<file path="src/rtl/sparc_exu_zpred_pipe_pkg.sv">
// Shared defaults, operation encoding and parameter legality helper for the
// pipelined sum-zero predictor.
package sparc_exu_zpred_pipe_pkg;

  localparam int unsigned ZP_WIDTH    = 64;
  localparam int unsigned ZP_LO_WIDTH = 32;
  localparam int unsigned ZP_CHUNK    = 8;
  localparam int unsigned ZP_TAG_W    = 2;

  typedef enum logic {
    ZP_ADD = 1'b0,
    ZP_SUB = 1'b1
  } zp_op_e;

  // Chunks must tile both the full operand and the icc low slice exactly.
  function automatic bit zp_params_ok(input int unsigned width,
                                      input int unsigned lo_width,
                                      input int unsigned chunk);
    return (chunk != 0) && (lo_width != 0) && (lo_width <= width) &&
           ((width % chunk) == 0) && ((lo_width % chunk) == 0);
  endfunction

endpackage

</file>
<file path="src/rtl/sparc_exu_zpred_chunk.sv">
// One CHUNK-bit slice of the zero predictor: flags any nonzero predict term
// p[i] = (a^b)[i] ^ (a|b)[i-1], with the slice's bit -1 supplied by i_cin.
module sparc_exu_zpred_chunk #(
  parameter int unsigned CHUNK = 8
) (
  input  logic [CHUNK-1:0] i_a,
  input  logic [CHUNK-1:0] i_b,
  input  logic             i_cin,
  output logic             o_nz_c
);

  logic [CHUNK-1:0] w_prev;

  generate
    if (CHUNK == 1) begin : g_single
      assign w_prev = i_cin;
    end else begin : g_multi
      assign w_prev = {i_a[CHUNK-2:0] | i_b[CHUNK-2:0], i_cin};
    end
  endgenerate

  assign o_nz_c = |((i_a ^ i_b) ^ w_prev);

endmodule

</file>
<file path="src/rtl/sparc_exu_zpred_pipe.sv">
// Two-stage valid/ready zero predictor: stage 1 holds per-chunk nonzero flags,
// stage 2 holds the reduced xcc/icc Z flags and the returned tag.
module sparc_exu_zpred_pipe
  import sparc_exu_zpred_pipe_pkg::*;
#(
  parameter int unsigned WIDTH    = ZP_WIDTH,
  parameter int unsigned LO_WIDTH = ZP_LO_WIDTH,
  parameter int unsigned CHUNK    = ZP_CHUNK,
  parameter int unsigned TAG_W    = ZP_TAG_W
) (
  input  logic             rclk,
  input  logic             arst_l,
  input  logic             flush,
  input  logic             in_valid,
  output logic             in_ready,
  input  logic [WIDTH-1:0] in_rs1,
  input  logic [WIDTH-1:0] in_rs2,
  input  logic             in_sub,
  input  logic             in_cin,
  input  logic [TAG_W-1:0] in_tag,
  output logic             out_valid,
  input  logic             out_ready,
  output logic             out_zxcc,
  output logic             out_zicc,
  output logic [TAG_W-1:0] out_tag
);

  localparam int unsigned NCH    = WIDTH / CHUNK;
  localparam int unsigned LO_NCH = LO_WIDTH / CHUNK;

  generate
    if (!zp_params_ok(WIDTH, LO_WIDTH, CHUNK)) begin : g_bad_params
      $error("sparc_exu_zpred_pipe: CHUNK must divide WIDTH and LO_WIDTH, and LO_WIDTH <= WIDTH");
    end
  endgenerate

  zp_op_e           w_op;
  logic [WIDTH-1:0] w_b;
  logic             w_c;
  logic [NCH-1:0]   w_kcin;
  logic [NCH-1:0]   w_nz;
  logic             w_adv2;

  logic             r_s1_valid;
  logic [NCH-1:0]   r_s1_nz;
  logic [TAG_W-1:0] r_s1_tag;
  logic             r_s2_valid;
  logic             r_zxcc;
  logic             r_zicc;
  logic [TAG_W-1:0] r_tag;

  // Subtract is a + ~b + 1.
  assign w_op = zp_op_e'(in_sub);
  assign w_b  = (w_op == ZP_SUB) ? ~in_rs2 : in_rs2;
  assign w_c  = (w_op == ZP_SUB) ? 1'b1 : in_cin;

  // Each chunk sees the previous chunk's MSB generate/propagate as its bit -1.
  genvar k;
  generate
    for (k = 0; k < NCH; k++) begin : g_chunk
      if (k == 0) begin : g_c0
        assign w_kcin[k] = w_c;
      end else begin : g_cn
        assign w_kcin[k] = in_rs1[k*CHUNK-1] | w_b[k*CHUNK-1];
      end

      sparc_exu_zpred_chunk #(
        .CHUNK (CHUNK)
      ) u_chunk (
        .i_a    (in_rs1[k*CHUNK +: CHUNK]),
        .i_b    (w_b[k*CHUNK +: CHUNK]),
        .i_cin  (w_kcin[k]),
        .o_nz_c (w_nz[k])
      );
    end
  endgenerate

  assign w_adv2   = ~r_s2_valid | out_ready;
  assign in_ready = ~r_s1_valid | w_adv2;

  // Both stages shift together; flush empties them and drops the incoming beat.
  always_ff @(posedge rclk or negedge arst_l) begin
    if (!arst_l) begin
      r_s1_valid <= 1'b0;
      r_s1_nz    <= '0;
      r_s1_tag   <= '0;
      r_s2_valid <= 1'b0;
      r_zxcc     <= 1'b0;
      r_zicc     <= 1'b0;
      r_tag      <= '0;
    end else if (flush) begin
      r_s1_valid <= 1'b0;
      r_s2_valid <= 1'b0;
    end else begin
      if (w_adv2) begin
        r_s2_valid <= r_s1_valid;
        if (r_s1_valid) begin
          r_zxcc <= ~|r_s1_nz;
          r_zicc <= ~|r_s1_nz[LO_NCH-1:0];
          r_tag  <= r_s1_tag;
        end
      end
      if (in_ready) begin
        r_s1_valid <= in_valid;
        if (in_valid) begin
          r_s1_nz  <= w_nz;
          r_s1_tag <= in_tag;
        end
      end
    end
  end

  assign out_valid = r_s2_valid;
  assign out_zxcc  = r_zxcc;
  assign out_zicc  = r_zicc;
  assign out_tag   = r_tag;

endmodule

</file>
<file path="config.mk">
export PLATFORM = sky130hd
export DESIGN_NAME = sparc_exu_zpred_pipe
export DESIGN_NICKNAME = d
export VERILOG_FILES = /design/src/rtl/sparc_exu_zpred_pipe_pkg.sv /design/src/rtl/sparc_exu_zpred_chunk.sv /design/src/rtl/sparc_exu_zpred_pipe.sv
export SDC_FILE = /design/constraint.sdc
export NUM_CORES = 1
export LEC_CHECK = 0
export CAP_MARGIN = 20
export CORE_MARGIN = 2
export CORE_UTILIZATION = 40
export CTS_CLUSTER_SIZE = 30
export DETAILED_ROUTE_END_ITERATION = 16
export DONT_BUFFER_PORTS = 1
export SETUP_SLACK_MARGIN = 0.02
export SLEW_MARGIN = 20
export SYNTH_ARGS = -nofsm -noshare
export SYNTH_HDL_FRONTEND = slang
export SYNTH_SLANG_ARGS = --single-unit
</file>
<file path="constraint.sdc">
create_clock -name rclk -period 1.7 [get_ports rclk]
set_input_delay 0.085 -clock rclk [delete_from_list [all_inputs] [get_ports rclk]]
set_output_delay 0.085 -clock rclk [all_outputs]
set_load 0.02 [all_outputs]
</file>
==> impl_metrics.toml <==
[run_status]
status = "finished clean"

[placement]
place_hpwl_um = 5227
io_buffers = 0
place.gp.congestion = 0.7836

[hold_path]
holdCritPathClass = "primary input to register"
min_path_cells = 3

[setup_path]
critPathTopFamily = "simple AND/OR/NAND/NOR gates"
cp-end-kind = "register"
path_depth = 5
max_stage_delay_ps = 390
crit_arrival_ps = 1570
rr_worst_depth = 5
worst-path-buf-inv = 1
crit_slowest_cell = "dfrtp_1"
cp.required_ps = 1870
worstPathMaxFanout = 16
path_class = "register to register"
path_cells = "and3b_4 > nor3b_4 > buf_4 > nor2_1 > a31oi_1"
start_kind = "register"

[synth]
syn-instance-count = 336
synth_compound_area_share_pct = 1.904
synth-xor-area-share_pct = 38.21
synth_top_family_by_area = "XOR/XNOR gates"
ys_seq_area_share_pct = 13.54
syn_nets = 536
ys_seq_elements = 16
synthSimpleGateAreaFrac_pct = 7.956
synth_area_sq_mm = 0.002957
synthAdderAreaFrac_pct = 26.66
yosysWarningCount = 0
muxShareOfSynthArea_pct = 1.904
synth_cell_types = 21
avgSynthCellArea_sq_um = 8.799

[detailed_routing]
dr.pass1.iters = 4
drtIter0Drc = 23
drc = 0
routedWlPerCell_um = 13.48
ant_nets = 0
wirelength_um = 5906
vias = 2073
routed_via_density = 4.733

[clocking]
ctsLongestPathBuffers = 2
postCtsResizedCells = 0
cts_tree = "yes"
ctsHoldBuffers = 5
clock_tree.root_cell = "clkbuf_8"
worst_skew_pair.late_latency_ps = 250
path_clk_slew_ps = 70
clock_sinks = 16
cts_setup_buffers = 0
htreeDepth = 1
numCtsBuffers = 3

[sta]
slew_headroom_pct = 49.86
period_share_pct = 82.51
finalMaxSlewViolations = 0
rsz0062_at_grt = "no"
final.setup.tns_ps = 0
finalHoldViolCount = 0
worst_pin_slew_ps = 749.7
fmax_ghz = 0.7130
min_period_ps = 1403
holdWs_ps = 47.72
fin_skew_ps = 2.913
setup_viol = 0

[grt]
grt_pass1_vias = 2117
grtUsageTotal_pct = 14.61
grt_pass1_wl_um = 9729
grt_max_degree = 66
grt.overflow.total = 0
grt_antenna_before_repair = 0

[die]
initial_core_util_pct = 40.98
fp.dieArea_sq_mm = 0.008096
die_height_um = 89.98
core_sq_mm = 0.007214
placementRows = 31
die_w_um = 89.98
ios = 143

[finish]
fill_cells = 729
drive_gt1_share_pct = 4.130
nets = 540
area_growth_pct = 6.687
n_antenna_cell = 0

[power_and_ir_drop]
max-vdd-ir-drop_mv = 0.3618
powerDensity_mw_per_mm2 = 508.7
leakagePower_nw = 1.556

[run]
max_cap_violations = 0
## power breakdown
group          total, mW  internal, mW  switching (mW)
combinational      0.822         0.449           0.373
clock              0.340         0.205           0.134
sequential         0.443         0.408          0.0348
total               1.60          1.06           0.542
## per-layer routing
layer / global-route usage [%] / part of all wire, %
met3: 4.359 / 7.1
met2: 27.21 / 51
met4: 0.3846 / 0
met1: 17.55 / 42
met5: 0 / 0
## per-stage QoR
step                      power [mW]  setup slack [ps]  instances  utilization, %  cell area [sq um]
after floorplan                1.171             159.6        336               -               2957
after global placement         1.251             317.6        429           42.27               3049
after detailed placement       1.271             330.0        429           42.27               3049
after CTS                      1.640             294.4        438           43.72               3154
after global routing           1.770             142.3        438           43.72               3154
final                          1.605             297.4        438           43.72               3154
## placed cells by master (no fill, tap or decap)
cell           netlist  final
xor2_1              50     50
dfrtp_1             16     16
nor2_1              18     18
nor3b_4              1      1
mux2_2               3      3
nor3b_2              1      1
nand4_1             12     12
nor4_1               6      6
inv_1               65     65
dlygate4sd3_1        0      5
a31oi_1              3      3
a21oi_2              2      2
nand3_1              1      1
mux2_1               2      2
buf_4                0      2
nor2b_1              1      1
clkbuf_8             0      4
a21oi_1              3      3
xnor2_1             79     79
o21ai_0              1      1
ha_1                63     63
and3b_4              1      1
## Yosys cell counts
cell type	count	share of area, %
nand3_1	1	0.17
inv_1	65	8.3
a21oi_1	3	0.51
nor4_1	6	1.3
o21ai_0	1	0.17
nand4_1	12	2.5
nor2b_1	1	0.21
dfrtp_1	16	14
mux2_2	3	1.1
xnor2_1	79	23
nor3b_4	1	0.63
xor2_1	50	15
nor3b_2	1	0.42
buf_6	1	0.38
a31oi_1	3	0.63
and3b_4	1	0.42
buf_2	7	1.2
nor2_1	18	2.3
mux2_1	2	0.76
a21oi_2	2	0.59
ha_1	63	27
## worst min-delay path, cell delays in order
cell and delay, ps:
nor2b_1 40, nor2_1 80, nor2_1 50
## cells by family after synthesis
kind of cell,count (synthesis)
multiplexers,5
AND/OR/NAND/NOR,41
buffers and inverters,73
AO/OA/AOI/OAI,9
adder cells (fa/ha/maj),63
flip-flops,16
XOR/XNOR,129
## registers in the layout, summed over array words and instances, names as in the netlist
| register | count |
|---|---|
| out_tag | 2 |
| out_valid | 1 |
| out_zicc | 1 |
| out_zxcc | 1 |
| r_s1_nz | 8 |
| r_s1_tag | 2 |
| r_s1_valid | 1 |
## worst paths after layout
| kind | from | endpoint | slack (ps) |
|---|---|---|---|
| min in group asynchronous | arst_l | r_s1_nz[2]$_DFFE_PN0P_ | 340 |
| hold / removal | out_ready | out_valid$_DFFE_PN0P_ | 50 |
| max in group asynchronous | arst_l | out_zicc$_DFFE_PN0P_ | 890 |
| setup reg to reg | r_s1_valid$_DFFE_PN0P_ | r_s1_nz[7]$_DFFE_PN0P_ | 300 |
| setup / recovery | r_s1_valid$_DFFE_PN0P_ | r_s1_nz[7]$_DFFE_PN0P_ | 300 |
| hold reg to reg | r_s1_tag[1]$_DFFE_PN0P_ | r_s1_tag[1]$_DFFE_PN0P_ | 490 |
## layout make-up
| class | instances | area [sq um] | share of cell area (%) |
|---|---|---|---|
| sequential | 16 | 400.4 | 12.69 |
| tap | 99 | 123.9 | 3.927 |
| timing repair buffer | 7 | 65.06 | 2.063 |
| inverter | 65 | 244.0 | 7.735 |
| clock buffer | 4 | 55.05 | 1.745 |
| multi-input combinational | 247 | 2266 | 71.84 |
Note: power is estimated with default switching activity, not from simulation.
